## config.mk

```make
export PLATFORM = sky130hd
export DESIGN_NAME = mem_arbiter
export DESIGN_NICKNAME = d
export VERILOG_FILES = /design/src/rtl/mem_arbiter_pkg.sv /design/src/rtl/mem_arbiter_rr_arbiter2.sv /design/src/rtl/mem_arbiter.sv
export SDC_FILE = /design/constraint.sdc
export NUM_CORES = 1
export LEC_CHECK = 0
export ABC_AREA = 1
export CORE_MARGIN = 4
export CORE_UTILIZATION = 34
export DETAILED_ROUTE_END_ITERATION = 6
export PLACE_DENSITY = 0.87
export SYNTH_ARGS = -nofsm -noshare
export SYNTH_HDL_FRONTEND = slang
export SYNTH_SLANG_ARGS = --single-unit
```

## constraint.sdc

```tcl
create_clock -name clk -period 1.4 [get_ports clk]
set_input_delay 0.14 -clock clk [delete_from_list [all_inputs] [get_ports clk]]
set_output_delay 0.14 -clock clk [all_outputs]
set_load 0.005 [all_outputs]
```

## src/rtl/mem_arbiter_pkg.sv

```systemverilog
// Shared constants and types for the fetch/data memory arbiter.
package mem_arbiter_pkg;

  localparam logic PORT_IF = 1'b0;
  localparam logic PORT_D  = 1'b1;

  localparam int TEXT_BASE = 0;
  localparam int DATA_BASE = 2048;

  typedef enum logic {
    ST_IDLE,
    ST_WAIT
  } state_t;

endpackage

```

## src/rtl/mem_arbiter_rr_arbiter2.sv

```systemverilog
// Two-way round-robin arbiter; the pointer names the port that wins a tie.
module rr_arbiter2
  import mem_arbiter_pkg::*;
(
  input  logic       clk,
  input  logic       reset,
  input  logic [1:0] req,
  input  logic       advance,
  output logic [1:0] grant
);

  logic ptr;

  always_comb begin
    grant = req;
    if (&req) grant = ptr ? 2'b10 : 2'b01;
  end

  // After any grant the other port gets the next tie.
  always_ff @(posedge clk or negedge reset) begin
    if (!reset) begin
      ptr <= PORT_D;
    end else if (advance) begin
      ptr <= ~grant[PORT_D];
    end
  end

endmodule

```

## src/rtl/mem_arbiter.sv

```systemverilog
// Shares one single-ported memory between fetch and load/store ports.
module mem_arbiter
  import mem_arbiter_pkg::*;
#(
  parameter int ADDR_W      = 12,
  parameter int DATA_W      = 32,
  parameter int MEM_LATENCY = 1
) (
  input  logic              clk,
  input  logic              reset,
  input  logic              if_req,
  input  logic [ADDR_W-1:0] if_addr,
  output logic              if_gnt,
  output logic              if_rvalid,
  output logic [DATA_W-1:0] if_rdata,
  input  logic              d_req,
  input  logic              d_we,
  input  logic [ADDR_W-1:0] d_addr,
  input  logic [DATA_W-1:0] d_wdata,
  output logic              d_gnt,
  output logic              d_rvalid,
  output logic [DATA_W-1:0] d_rdata,
  output logic              mem_en,
  output logic              mem_we,
  output logic [ADDR_W-1:0] mem_addr,
  output logic [DATA_W-1:0] mem_wdata,
  input  logic [DATA_W-1:0] mem_rdata,
  output logic              busy
);

  localparam logic [3:0] LAT = 4'(MEM_LATENCY);

  state_t     state;
  logic [3:0] cnt;
  logic       owner;
  logic       owner_we;
  logic       rsp_we;
  logic       started;
  logic       rv_if;
  logic       rv_d;
  logic [1:0] grant;
  logic       win_d;
  logic       done;
  logic       issue;

  assign done  = (state == ST_WAIT) && (cnt == 4'd1);
  assign issue = started && ((state == ST_IDLE) || done)
              && (if_req || d_req);
  assign win_d = grant[PORT_D];

  rr_arbiter2 u_rr (
    .clk     (clk),
    .reset   (reset),
    .req     ({d_req, if_req}),
    .advance (issue),
    .grant   (grant)
  );

  // started blocks any issue on the first edge after reset release.
  always_ff @(posedge clk or negedge reset) begin
    if (!reset) begin
      state     <= ST_IDLE;
      cnt       <= '0;
      owner     <= PORT_IF;
      owner_we  <= 1'b0;
      rsp_we    <= 1'b0;
      started   <= 1'b0;
      rv_if     <= 1'b0;
      rv_d      <= 1'b0;
      if_gnt    <= 1'b0;
      d_gnt     <= 1'b0;
      mem_en    <= 1'b0;
      mem_we    <= 1'b0;
      mem_addr  <= '0;
      mem_wdata <= '0;
    end else begin
      started <= 1'b1;
      if_gnt  <= 1'b0;
      d_gnt   <= 1'b0;
      mem_en  <= 1'b0;
      mem_we  <= 1'b0;
      rv_if   <= 1'b0;
      rv_d    <= 1'b0;
      if (done) begin
        rv_if  <= (owner == PORT_IF);
        rv_d   <= (owner == PORT_D);
        rsp_we <= owner_we;
      end
      if (issue) begin
        if_gnt    <= ~win_d;
        d_gnt     <= win_d;
        mem_en    <= 1'b1;
        mem_we    <= win_d & d_we;
        mem_addr  <= win_d ? d_addr : if_addr;
        mem_wdata <= win_d ? d_wdata : '0;
        cnt       <= LAT;
        owner     <= win_d;
        owner_we  <= win_d & d_we;
        state     <= ST_WAIT;
      end else if (done) begin
        cnt   <= '0;
        state <= ST_IDLE;
      end else if (state == ST_WAIT) begin
        cnt <= cnt - 4'd1;
      end
    end
  end

  assign if_rvalid = rv_if;
  assign d_rvalid  = rv_d;
  assign if_rdata  = rv_if ? mem_rdata : '0;
  assign d_rdata   = (rv_d && !rsp_we) ? mem_rdata : '0;
  assign busy      = (state == ST_WAIT);

endmodule

```

Word-level counts from Yosys, hierarchy flattened
Cells that the tools add are included.
{ "word_totals": {"register_bits": 60, "latch_bits": 0, "mem_bits_rw": 0, "rom_bits": 0, "in_bits": 93, "out_inout_bits": 115, "elab_cells": 48, "mem_count": 0} }
{ "classes": {"addsub": 1, "n_mul": 0, "div_mod_pow": 0, "magnitude_cmp": 0, "eq_ne": 1, "shift": 0, "mux": 17, "bitwise_logic": 4, "n_reduce_logical": 10} }
{ "ops": {"columns": ["cell", "count"], "rows": [
  ["32-bit 2-to-1 mux", 3],
  ["12-bit 2-to-1 mux", 1],
  ["4-bit 2-to-1 mux", 3],
  ["1-bit 2-to-1 mux", 8],
  ["4-bit by 1-bit == test with 1-bit output (second input constant)", 1],
  ["1-bit logical AND", 4],
  ["2-bit 2-to-1 mux", 2],
  ["4-bit by 1-bit subtractor with 4-bit output (second input constant)", 1],
  ["1-bit NOT", 3],
  ["3-bit nonzero test", 1],
  ["1-bit logical OR", 2],
  ["2-bit AND reduction", 1],
  ["2-bit nonzero test", 1],
  ["1-bit AND", 1],
  ["1-bit logical NOT", 1]
]} }

Logic depth before layout (Yosys ltp)
Gate-level depths: netlist (run 1).
{ "depth": {"ltp_word": 6, "ltp_mapped": 9, "mapped_depth_nobuf": 7} }

Hierarchy
Synthesis (run 1) repeated with hierarchy kept, for this count alone.
{ "unflattened": {"hier_cells": 509, "area_unflattened_um2": 3329.4} }
{ "modules_own_cells": {"columns": ["mod", "n_inst", "cells_each", "area_each_um2", "seq_area_each_um2"], "rows": [
  ["mem_arbiter", 1, 499, 3266.9, 1476.4],
  ["rr_arbiter2", 1, 10, 62.6, 26.3]
]} }

Worst setup path after synthesis (run 1)
Ideal clock, no wire load.
{ "synth_path": {"path_kind": "register to register", "startpoint": "reg cnt[1]", "endpoint": "reg mem_wdata[21]", "setup_ns": 0.116, "t_arrival_ns": 1.242, "t_required_ns": 1.284, "path_slack_ns": 0.042, "path_stages_with_launch": 10, "n_path_buf": 2, "period_less_slack_ns": 1.358, "path_cell_list": "dfrtp_1 inv_1 ha_1 nand2_2 nand2_2 nand2_2 buf_6 buf_12 nand2_2 nand2_1"} }
{ "synth_via": {"elab_chain_len": 5} }
{ "synth_rtl": {"columns": ["element", "line_no", "text"], "rows": [
  ["from (decl)", "mem_arbiter.sv:34", "logic [3:0] cnt;"],
  ["from (signal assigned)", "mem_arbiter.sv:104", "cnt <= cnt - 4'd1;"],
  ["4-bit by 1-bit == test with 1-bit output", "mem_arbiter.sv:46", "assign done = (state == ST_WAIT) && (cnt == 4'd1);"],
  ["1-bit logical AND", "mem_arbiter.sv:46", null],
  ["1-bit logical OR", "mem_arbiter.sv:47", "assign issue = started && ((state == ST_IDLE) || done)"],
  ["1-bit logical AND", "mem_arbiter.sv:47", null],
  ["1-bit logical AND", "mem_arbiter.sv:48", "&& (if_req || d_req);"],
  ["to (signal assigned)", "mem_arbiter.sv:95", "mem_wdata <= win_d ? d_wdata : '0;"],
  ["to (decl)", "mem_arbiter.sv:26", "output logic [DATA_W-1:0] mem_wdata,"]
]} }
Every way passes these cells.
A chain may end at the register's enable or synchronous reset.

Worst setup path in the final report (run 1)
{ "layout_path": {"startpoint": "reg cnt[3]", "endpoint": "reg mem_addr[10]"} }
{ "layout_via": {"elab_chain_len": 5} }
{ "layout_rtl": {"columns": ["element", "line_no", "text"], "rows": [
  ["4-bit by 1-bit == test with 1-bit output", "mem_arbiter.sv:46", null],
  ["1-bit logical AND", "mem_arbiter.sv:46", null],
  ["1-bit logical OR", "mem_arbiter.sv:47", null],
  ["1-bit logical AND", "mem_arbiter.sv:47", null],
  ["1-bit logical AND", "mem_arbiter.sv:48", null],
  ["to (signal assigned)", "mem_arbiter.sv:94", "mem_addr <= win_d ? d_addr : if_addr;"],
  ["to (decl)", "mem_arbiter.sv:25", "output logic [ADDR_W-1:0] mem_addr,"]
]} }
Every way passes these cells.

==> metrics.yaml, run 1 <==
power:
  power_w: 0.00993
  p_per_area_nw_per_um2: 1550
  peakVddDrop_mv: 0.815
  static-leakage-power_nw: 4.03
global_route:
  grt_pass1_wl_mm: 19.2
  overflow: 0
  grt_pass1_vias: 3995
  antenna_found_initial: 0
  grt_max_degree: 61
  track_usage_pct: 21.3
outcome:
  status: "finished with violations"
  violations: "setup timing"
placed_design:
  dpl.hpwl_mm: 8.77
  gp_congestion: 0.838
  place_ws_ns: -0.169
  dp.cells: 834
  port_buffers: 207
detailed_routing:
  drt-vias-per-instance: 4.61
  wl_per_cell_um: 15.8
  routed_wl_mm: 13.9
  drtIter0Drc: 229
  drcViolationCount: 0
  firstDrtPassIters: 6
  routed-via-count: 4040
  antenna_left: 0
worst_setup_path:
  critPathLaunch: "cnt[3]$_DFFE_PN0P_"
  cp-end-kind: "register"
  cp_max_fo: 5
  start_kind: "register"
  critPathRequiredTime_ns: 1.67
  worstPathArrival_ns: 1.69
  critPathKind: "reg2reg"
  r2r_start: "cnt[3]$_DFFE_PN0P_"
synth:
  synth_edf_count: 0
  synthFlopType: "dfrtp_1"
  synth_nets: 594
  netlist-cell-type-count: 22
  synth_largest_area_cell: "dfrtp_1"
  ys_ff_latch: 60
  synth_seq_area_share_pct: 45.3
  synth.cell_area_um2: 3320
  async_reset_ff_share_pct: 100
  syn_inst: 499
  ys_warn_count: 0
  netlist_top_cells_count: "192 x nand2_1, 110 x inv_1, 68 x nor2_1"
  synth_top_area_share_pct: 44.5
  synth_area_leaders: "dfrtp_1 44%, nand2_1 22%, inv_1 12%"
  yosysMostFrequentCell: "nand2_1"
  avgSynthCellArea_um2: 6.65
die:
  num_rows: 35
  core_area_um2: 9370
  dieArea_um2: 11400
  die_h_um: 107
  fp.dieW_um: 107
  ios: 208
  start_util_pct: 35.4
timing:
  fin_crit_sh_pct: 101
  timing.fmax_mhz: 706
  hold_violations: 0
  slew_violations: 0
  rsz0062_at_grt: "yes"
  setup_violations: 1
  layout_setup_ws_ns: -0.0156
  holdWs_ns: 0.330
  period_needed_ns: 1.42
  skew_ns: 0.0131
clocking:
  clkLatencyLatePin_ns: 0.34
  cts.htree.levels: 3
  clockBufferDepth: 2
  cts_made_buffers: 9
  cts_num_sinks: 60
  cts_tree: "yes"
  cts_root_buf: "clkbuf_8"
  path_clk_slew_ns: 0.08
finish:
  area_delta_synth_final_pct: 93.0
  diodes: 0
  post_route_cells_drive_above_1_share_pct: 33.1
  layout.nets: 837
  fin_cells: 876
flow_run:
  maxCapViolations: 0
hold_path:
  hp-class: "in2async"
## routing by layer
metal | part of all wire (%) | up-vias | track usage (%)
met2 | 54 | 195 | 39.7
met4 | 3.3 | 0 | 9.50
met5 | 0 | - | 0
li1 | - | 1902 | -
met3 | 7.4 | 37 | 5.78
met1 | 35 | 1906 | 22.1
## registers in the layout (all words and copies together) (netlist names)
| signal | flops |
|---|---|
| busy | 1 |
| cnt | 4 |
| d_gnt | 1 |
| d_rvalid | 1 |
| if_gnt | 1 |
| if_rvalid | 1 |
| mem_addr | 12 |
| mem_en | 1 |
| mem_wdata | 32 |
| mem_we | 1 |
| owner | 1 |
| owner_we | 1 |
| rsp_we | 1 |
| started | 1 |
| u_rr.ptr | 1 |
## cell type report
class	count	area [um^2]
repair buffers	254	2540
clock buffers	10	138
multi-input cells	306	1610
well taps	129	161
inverters	111	417
flip-flops and latches	60	1500
clock inverters	6	38.8
fillers	693	2970
## metrics by stage
stage          cell area, um^2  util, %  setup TNS (ns)
6_report                  6410     68.4         -0.0156
5_1_grt                   6410     68.4           -1.91
4_1_cts                   5870     62.6          -0.713
3_5_place_dp              5660     60.4           -7.58
3_3_place_gp              5660     60.4           -4.22
2_1_floorplan             3320        -               0
## logic make-up (layout without fill, tap and decap cells)
group	count (synthesis)	after routing	synth area share, %
AO/OA/AOI/OAI	5	5	1.43
buffers and inverters	133	381	16.6
AND/OR/NAND/NOR	297	297	35.5
adder cells (fa/ha/maj)	2	2	0.754
flip-flops	60	60	45.3
XOR/XNOR	1	1	0.264
other	1	1	0.113
## critical path, stage by stage, from the launching register on
cell,delay [ns]
dfrtp_1,0.45
nor2_4,0.17
nand2_4,0.08
a21oi_4,0.21
buf_6,0.18
clkbuf_16,0.16
nand2_2,0.05
nand2_1,0.06
## path summary, 6_finish.rpt
kind                                        endpoint  slack, ns  cells after the start
max                         mem_addr[10]$_DFFE_PN0P_      -0.02                      7
min in group clk           mem_wdata[28]$_DFFE_PN0P_       0.41                      5
max reg2reg                 mem_addr[10]$_DFFE_PN0P_      -0.02                      7
min reg2reg                     u_rr.ptr$_DFFE_PN1P_       0.47                      2
min                        mem_wdata[10]$_DFFE_PN0P_       0.33                      3
max in group asynchronous       u_rr.ptr$_DFFE_PN1P_       0.73                      3
## power by group
group / total [W] / internal [W] / switching [W]
registers: 0.00293 / 0.00245 / 0.000482
clock network: 0.00141 / 0.000686 / 0.000722
logic: 0.00559 / 0.00299 / 0.00259
## cell usage in the layout (no fill, tap or decap)
master / instances
clkbuf_16: 4
nor2_4: 2
dlymetal6s2s_1: 17
nand2_2: 37
clkinvlp_4: 2
inv_1: 84
a21oi_4: 1
dfrtp_1: 58
a21oi_1: 1
nor2_2: 21
conb_1: 1
ha_4: 1
buf_12: 8
nand2_4: 27
o21ai_0: 2
nand2_1: 141
buf_16: 5
buf_2: 45
o21ai_4: 1
dfrtp_2: 1
dfstp_2: 1
xnor2_1: 1
clkinv_2: 3
nand3_1: 22
nand4_1: 1
buf_4: 23
clkbuf_2: 3
inv_2: 27
dlygate4sd3_1: 1
inv_6: 1
dlygate4sd2_1: 2
clkdlybuf4s50_1: 122
nor2_1: 46
buf_6: 24
ha_1: 1
clkbuf_8: 10
## what timing repair did
item                                    in CTS  in global routing
hold buffers                                 1                  0
buffers inserted                             9                  6
pin swaps                                    3                 35
endpoints found under the hold margin       59                  0
resized for setup                          291                145
gates cloned                                 6                  5
endpoints found under the setup margin      79                126
Power figures use the tool's default switching activity.
==> run 2, diff against run 1 <==
CORE_ASPECT_RATIO = 0.5   (was unset)
==> run 2 against run 1 <==
The flow still finishes with violations (setup timing). Die area is 0.84% higher. First-iteration DRC count is 27% higher. Clock power is 53% higher. Sequential cell count stayed put. Cell count is 0.34% lower. Wire length is 3.7% higher. Critical path type is now reg2out. Highest routed layer unchanged.
==> metrics.yaml, run 2 (synthesis results as in run 1) <==
worst_setup_path:
  critPathKind: "reg2out"
  rr_worst_depth: 8
  timing.rr.end: "mem_wdata[17]$_DFFE_PN0P_"
  worstPathArrival_ns: 1.28
  reg2reg_setup_slack_ns: 0.01
  critPathRequiredTime_ns: 1.26
  cp_max_fo: 16
  start_kind: "register"
  cp-end-kind: "primary output"
  r2r_start: "cnt[1]$_DFFE_PN0P_"
detailed_routing:
  drtIter0Drc: 290
  wl_per_cell_um: 16.5
  firstDrtPassIters: 5
  drcViolationCount: 0
  routed_wl_mm: 14.4
  drt-vias-per-instance: 4.74
  antenna_left: 0
  routed-via-count: 4136
die:
  num_rows: 25
  die_h_um: 77.9
  ios: 208
  fp.dieW_um: 148
  core_area_um2: 9480
  dieArea_um2: 11500
  start_util_pct: 35.0
finish:
  fillers: 684
  diodes: 0
  largest_register: "mem_wdata"
  postLayoutCellArea_um2: 6190
  largest_reg_flops: 32
  area_delta_synth_final_pct: 86.6
  reg_top3: "mem_wdata x32, mem_addr x12, cnt x4"
  multi_input_area_um2: 1530
  layout.nets: 829
  fin_cells: 873
  final_common_cell: "nand2_1"
  seq_area_um2: 1510
  post_route_cells_drive_above_1_share_pct: 20.7
  mostFrequentLayoutCells: "182 x nand2_1, 134 x clkdlybuf4s50_1, 108 x inv_1, 57 x dfrtp_1, 40 x nor2_1"
placed_design:
  dpl.hpwl_mm: 8.36
  placed_cell_area_um2: 5630
  place_ws_ns: -0.593
  dp.cells: 839
  gp_congestion: 0.841
  port_buffers: 207
timing:
  slew_violations: 0
  timing.fmax_mhz: 702
  layout_setup_ws_ns: -0.0246
  skew_ns: 0.00422
  setup_tns_ns: -0.182
  rsz0062_at_grt: "yes"
  setup_violations: 16
  hold_violations: 0
  period_needed_ns: 1.42
  fin_crit_sh_pct: 102
power:
  peakVddDrop_mv: 0.791
  static-leakage-power_nw: 3.68
  p_per_area_nw_per_um2: 1650
  power_w: 0.0102
clocking:
  cts.htree.levels: 3
  cts_root_buf: "clkbuf_16"
  path_clk_slew_ns: 0.05
  clkLatencyLatePin_ns: 0.32
  cts_made_buffers: 9
  cts_num_sinks: 60
  clockBufferDepth: 2
  cts_tree: "yes"
outcome:
  violations: "setup timing"
  status: "finished with violations"
global_route:
  track_usage_pct: 22.7
  antenna_found_initial: 0
  grt_pass1_wl_mm: 20.7
  grt_max_degree: 61
  overflow: 0
  grt_pass1_vias: 4054
hold_path:
  hp-class: "in2async"
flow_run:
  maxCapViolations: 0
run 2: stage by stage:
stage / util, % / hold WS [ns]
CTS: 62.8 / 0.370
detailed placement: 59.4 / 0.173
finish: 65.4 / 0.343
global placement: 59.4 / 0.171
floorplan: - / -0.156
global route: 65.4 / 0.373
run 2: layout make-up:
type	count	area share [%]
Tap cell	135	2.73
Clock buffer	13	4.04
Inverter	111	6.73
Clock inverter	2	0.566
Multi-Input combinational cell	309	24.6
Timing Repair Buffer	243	37.0
Sequential cell	60	24.3
run 2: what timing repair did:
item,4_1_cts,5_1_grt
gates resized for setup,216,66
cloned,6,1
buffers inserted,7,6
setup endpoints to repair,113,89
hold endpoints to repair,59,0
pin swaps,4,3
hold buffers,1,0
run 2: critical path, stage by stage (launching register included):
cell           delay (ns)
dfrtp_2              0.43
buf_8                0.16
nand2_1              0.07
inv_1                0.04
dlygate4sd2_1        0.26
run 2: per-layer routing:
layer,track usage (%),up-vias,share of wire (%)
met2,42.3,247,51
met5,0,-,0
met1,23.8,1940,36
met3,5.48,65,8.5
li1,-,1884,-
met4,11.9,0,4.5
run 2: worst max-delay path by stage:
stage	startpoint	end	slack, ns	depth (start not counted)
after detailed placement	d_req	owner_we$_DFFE_PN0P_	-0.59	5
after CTS	if_rvalid$_DFF_PN0_	if_rdata[24]	-0.11	5
after global routing	if_rvalid$_DFF_PN0_	if_rdata[4]	-0.07	4
after floorplan	cnt[1]$_DFFE_PN0P_	mem_wdata[21]$_DFFE_PN0P_	0.04	9
after global placement	d_req	owner_we$_DFFE_PN0P_	-0.58	5
final	if_rvalid$_DFF_PN0_	if_rdata[4]	-0.02	4
run 2: where the power goes:
| group | switching (W) | total (W) | internal (W) |
|---|---|---|---|
| Combinational | 0.00252 | 0.00509 | 0.00258 |
| Sequential | 0.000502 | 0.00296 | 0.00246 |
| Clock | 0.000749 | 0.00216 | 0.00141 |
==> variant (flow settings as in run 2) <==
`DATA_W`: 32 -> 48.
--- a/src/rtl/mem_arbiter.sv
+++ b/src/rtl/mem_arbiter.sv
@@ -5,3 +5,3 @@
   parameter int ADDR_W      = 12,
-  parameter int DATA_W      = 32,
+  parameter int DATA_W      = 48,
   parameter int MEM_LATENCY = 1
Ports: changed (5 resized); port bits go from 208 to 288. The function was not compared with the original's and may differ.
==> variant against run 2 <==
- via count increased by 32%
- setup slack got worse by 110 ps
- critical path depth up 2
- hold slack got worse by 6.5 ps
- the flow still finishes with violations (negative setup slack)
- routed wire length increased by 42%
- sequential power up 25%
- maximum frequency shrank 7.4%
- total power grew 32%
- sequential cell count is 16 higher
- design area up 44%
- synthesized area grew 28%
==> variant: results (changes against run 2) <==
Outcome
  • Status: finished with violations (unchanged)
  • Violations in the final reports: negative setup slack (unchanged)

Logic synthesis
  • Post-synthesis sequential area ratio: 44.8% (was 45.3%)
  • Post-synth cell types: 20 (was 22)
  • Area contributors post-synth: dfrtp_1, nand2_1, inv_1, nor2_1, nand3_1 (unchanged)
  • Syn nets: 794 (was 594)
  • Main flop type after synthesis: dfrtp_1 (unchanged)
  • Post-synth top cells: nand2_1, inv_1, nor2_1 (unchanged)

Final layout
  • Top flop regs: mem_wdata: 48 flops, mem_addr: 12 flops, cnt: 4 flops (was mem_wdata: 32 flops, mem_addr: 12 flops, cnt: 4 flops)
  • Proportion of layout cells with a drive suffix above 1: 34.8% (was 20.7%)
  • N_diodes: 0 (unchanged)
  • Final Net Count: 1121 (was 829)

Detailed routing
  • Drt wl/cell: 17.5 um (was 16.5 um)
  • Drt first pass iters: 5 (unchanged)
  • Vias per cell: 4.68 (was 4.74)
  • Initial drt markers: 424 (was 290)

Placed design
  • RePlAce Congestion: 0.927 (was 0.841)
  • I/O Buffers: 287 (was 207)
  • Place WS: -132 ps (was -593 ps)
  • Detailed Place HPWL: 12.1 mm (was 8.36 mm)

Clocking
  • CTS clock-pin slew for the worst setup and hold paths: 60 ps
  • Num CTS Buffers: 9 (unchanged)
  • Longest Clk Path Bufs: 2 (unchanged)
  • H-tree depth: 3 (unchanged)
  • Clock Latency Late Sink: 340 ps (was 320 ps)

Global route
  • Global-route wire length before repair: 26.4 mm (was 20.7 mm)
  • Pin count of the biggest net entering global routing: 40 (was 61)
  • Gr usage total: 22.8% (was 22.7%)
  • Vias in the first global route: 5119 (was 4054)

Pwr
  • Lkg Pwr: 5.49 nW (was 3.68 nW)
  • Worst VDD drop: 800 uV (was 791 uV)

Worst setup path
  • Worst endpoint data arrival time: 1400 ps (was 1280 ps)
  • Critical path's slowest cell: dfrtp_2 (unchanged)
  • Max Fanout on Critical Path: 7 (was 16)

STA
  • Final setup fails: 98 (was 16)
  • Max Clock Skew: 8.79 ps (was 4.22 ps)
  • Setup ws final: -139 ps (was -24.6 ps)
## variant: cell types whose count changed after synthesis, sizes merged
| cell | delta |
|---|---|
| dfrtp | +16 |
| nor2 | +32 |
| buf | +8 |
| nand2 | +64 |
| inv | +48 |
## variant: kinds of logic after synthesis
family,Yosys count,synth area share [%]
simple gates,393,35.6
buf+inv,189,17.6
flops,76,44.8
compound gates,5,1.12
fa+ha+maj,2,0.589
xor+xnor,1,0.206
other cells,1,0.0883
## variant: cell type report
class | count | area (um2)
well taps | 165 | 206
inverters | 159 | 597
multi-input cells | 402 | 2350
flip-flops and latches | 76 | 1910
fillers | 782 | 3110
clock inverters | 6 | 47.5
repair buffers | 346 | 3550
clock buffers | 10 | 239
## variant: worst reg2reg max path, stage by stage, from the launching register on
cell and delay (ps):
dfrtp_1 430, ha_4 180, nand2_4 60, a21oi_4 230, buf_12 190, clkbuf_16 180
nand2_2 50, nand2_1 70
## variant: worst paths after layout
check,cells past startpoint,startpoint,slack [ps],endpoint
max,6,if_rvalid,-140,if_rdata[31]
min,2,reset,340,mem_wdata[9]
max reg2reg,7,cnt[0],-40,mem_wdata[39]
min reg2reg,1,owner,450,if_rvalid
max in group asynchronous,3,reset,480,u_rr.ptr
min in group clk,5,d_wdata[26],410,mem_wdata[26]
## variant: stage by stage
stage	instances	total power [mW]	instance area, um2	setup TNS [ps]
floorplan	667	5.74	4250	0
global placement	1114	9.09	7460	-3830
global route	1164	14.2	8900	-11280
CTS	1152	12.4	7920	-5330
finish	1164	13.5	8900	-5980
detailed placement	1114	9.32	7460	-7410
## variant: routing by layer
layer  track usage [%]  share of wire [%]  wire [um]
met3              5.85                6.7       1370
met4              10.6                4.5        924
met2              41.9                 52      10600
met5                 0                  0          0
met1              25.2                 36       7410
## variant: repair_timing
action / 4_1_cts / 5_1_grt
pin swaps: 20 / 41
setup buffers: 11 / 6
gates cloned: 10 / 10
endpoints found under the setup margin: 157 / 174
hold buffers: 1 / 0
hold endpoints to repair: 32 / 0
gates resized for setup: 414 / 298
## variant: power by group
group          internal (mW)  total, mW  switching, mW
logic                   3.97       7.55           3.59
clock network           1.26       2.25          0.983
registers               3.11       3.71          0.603
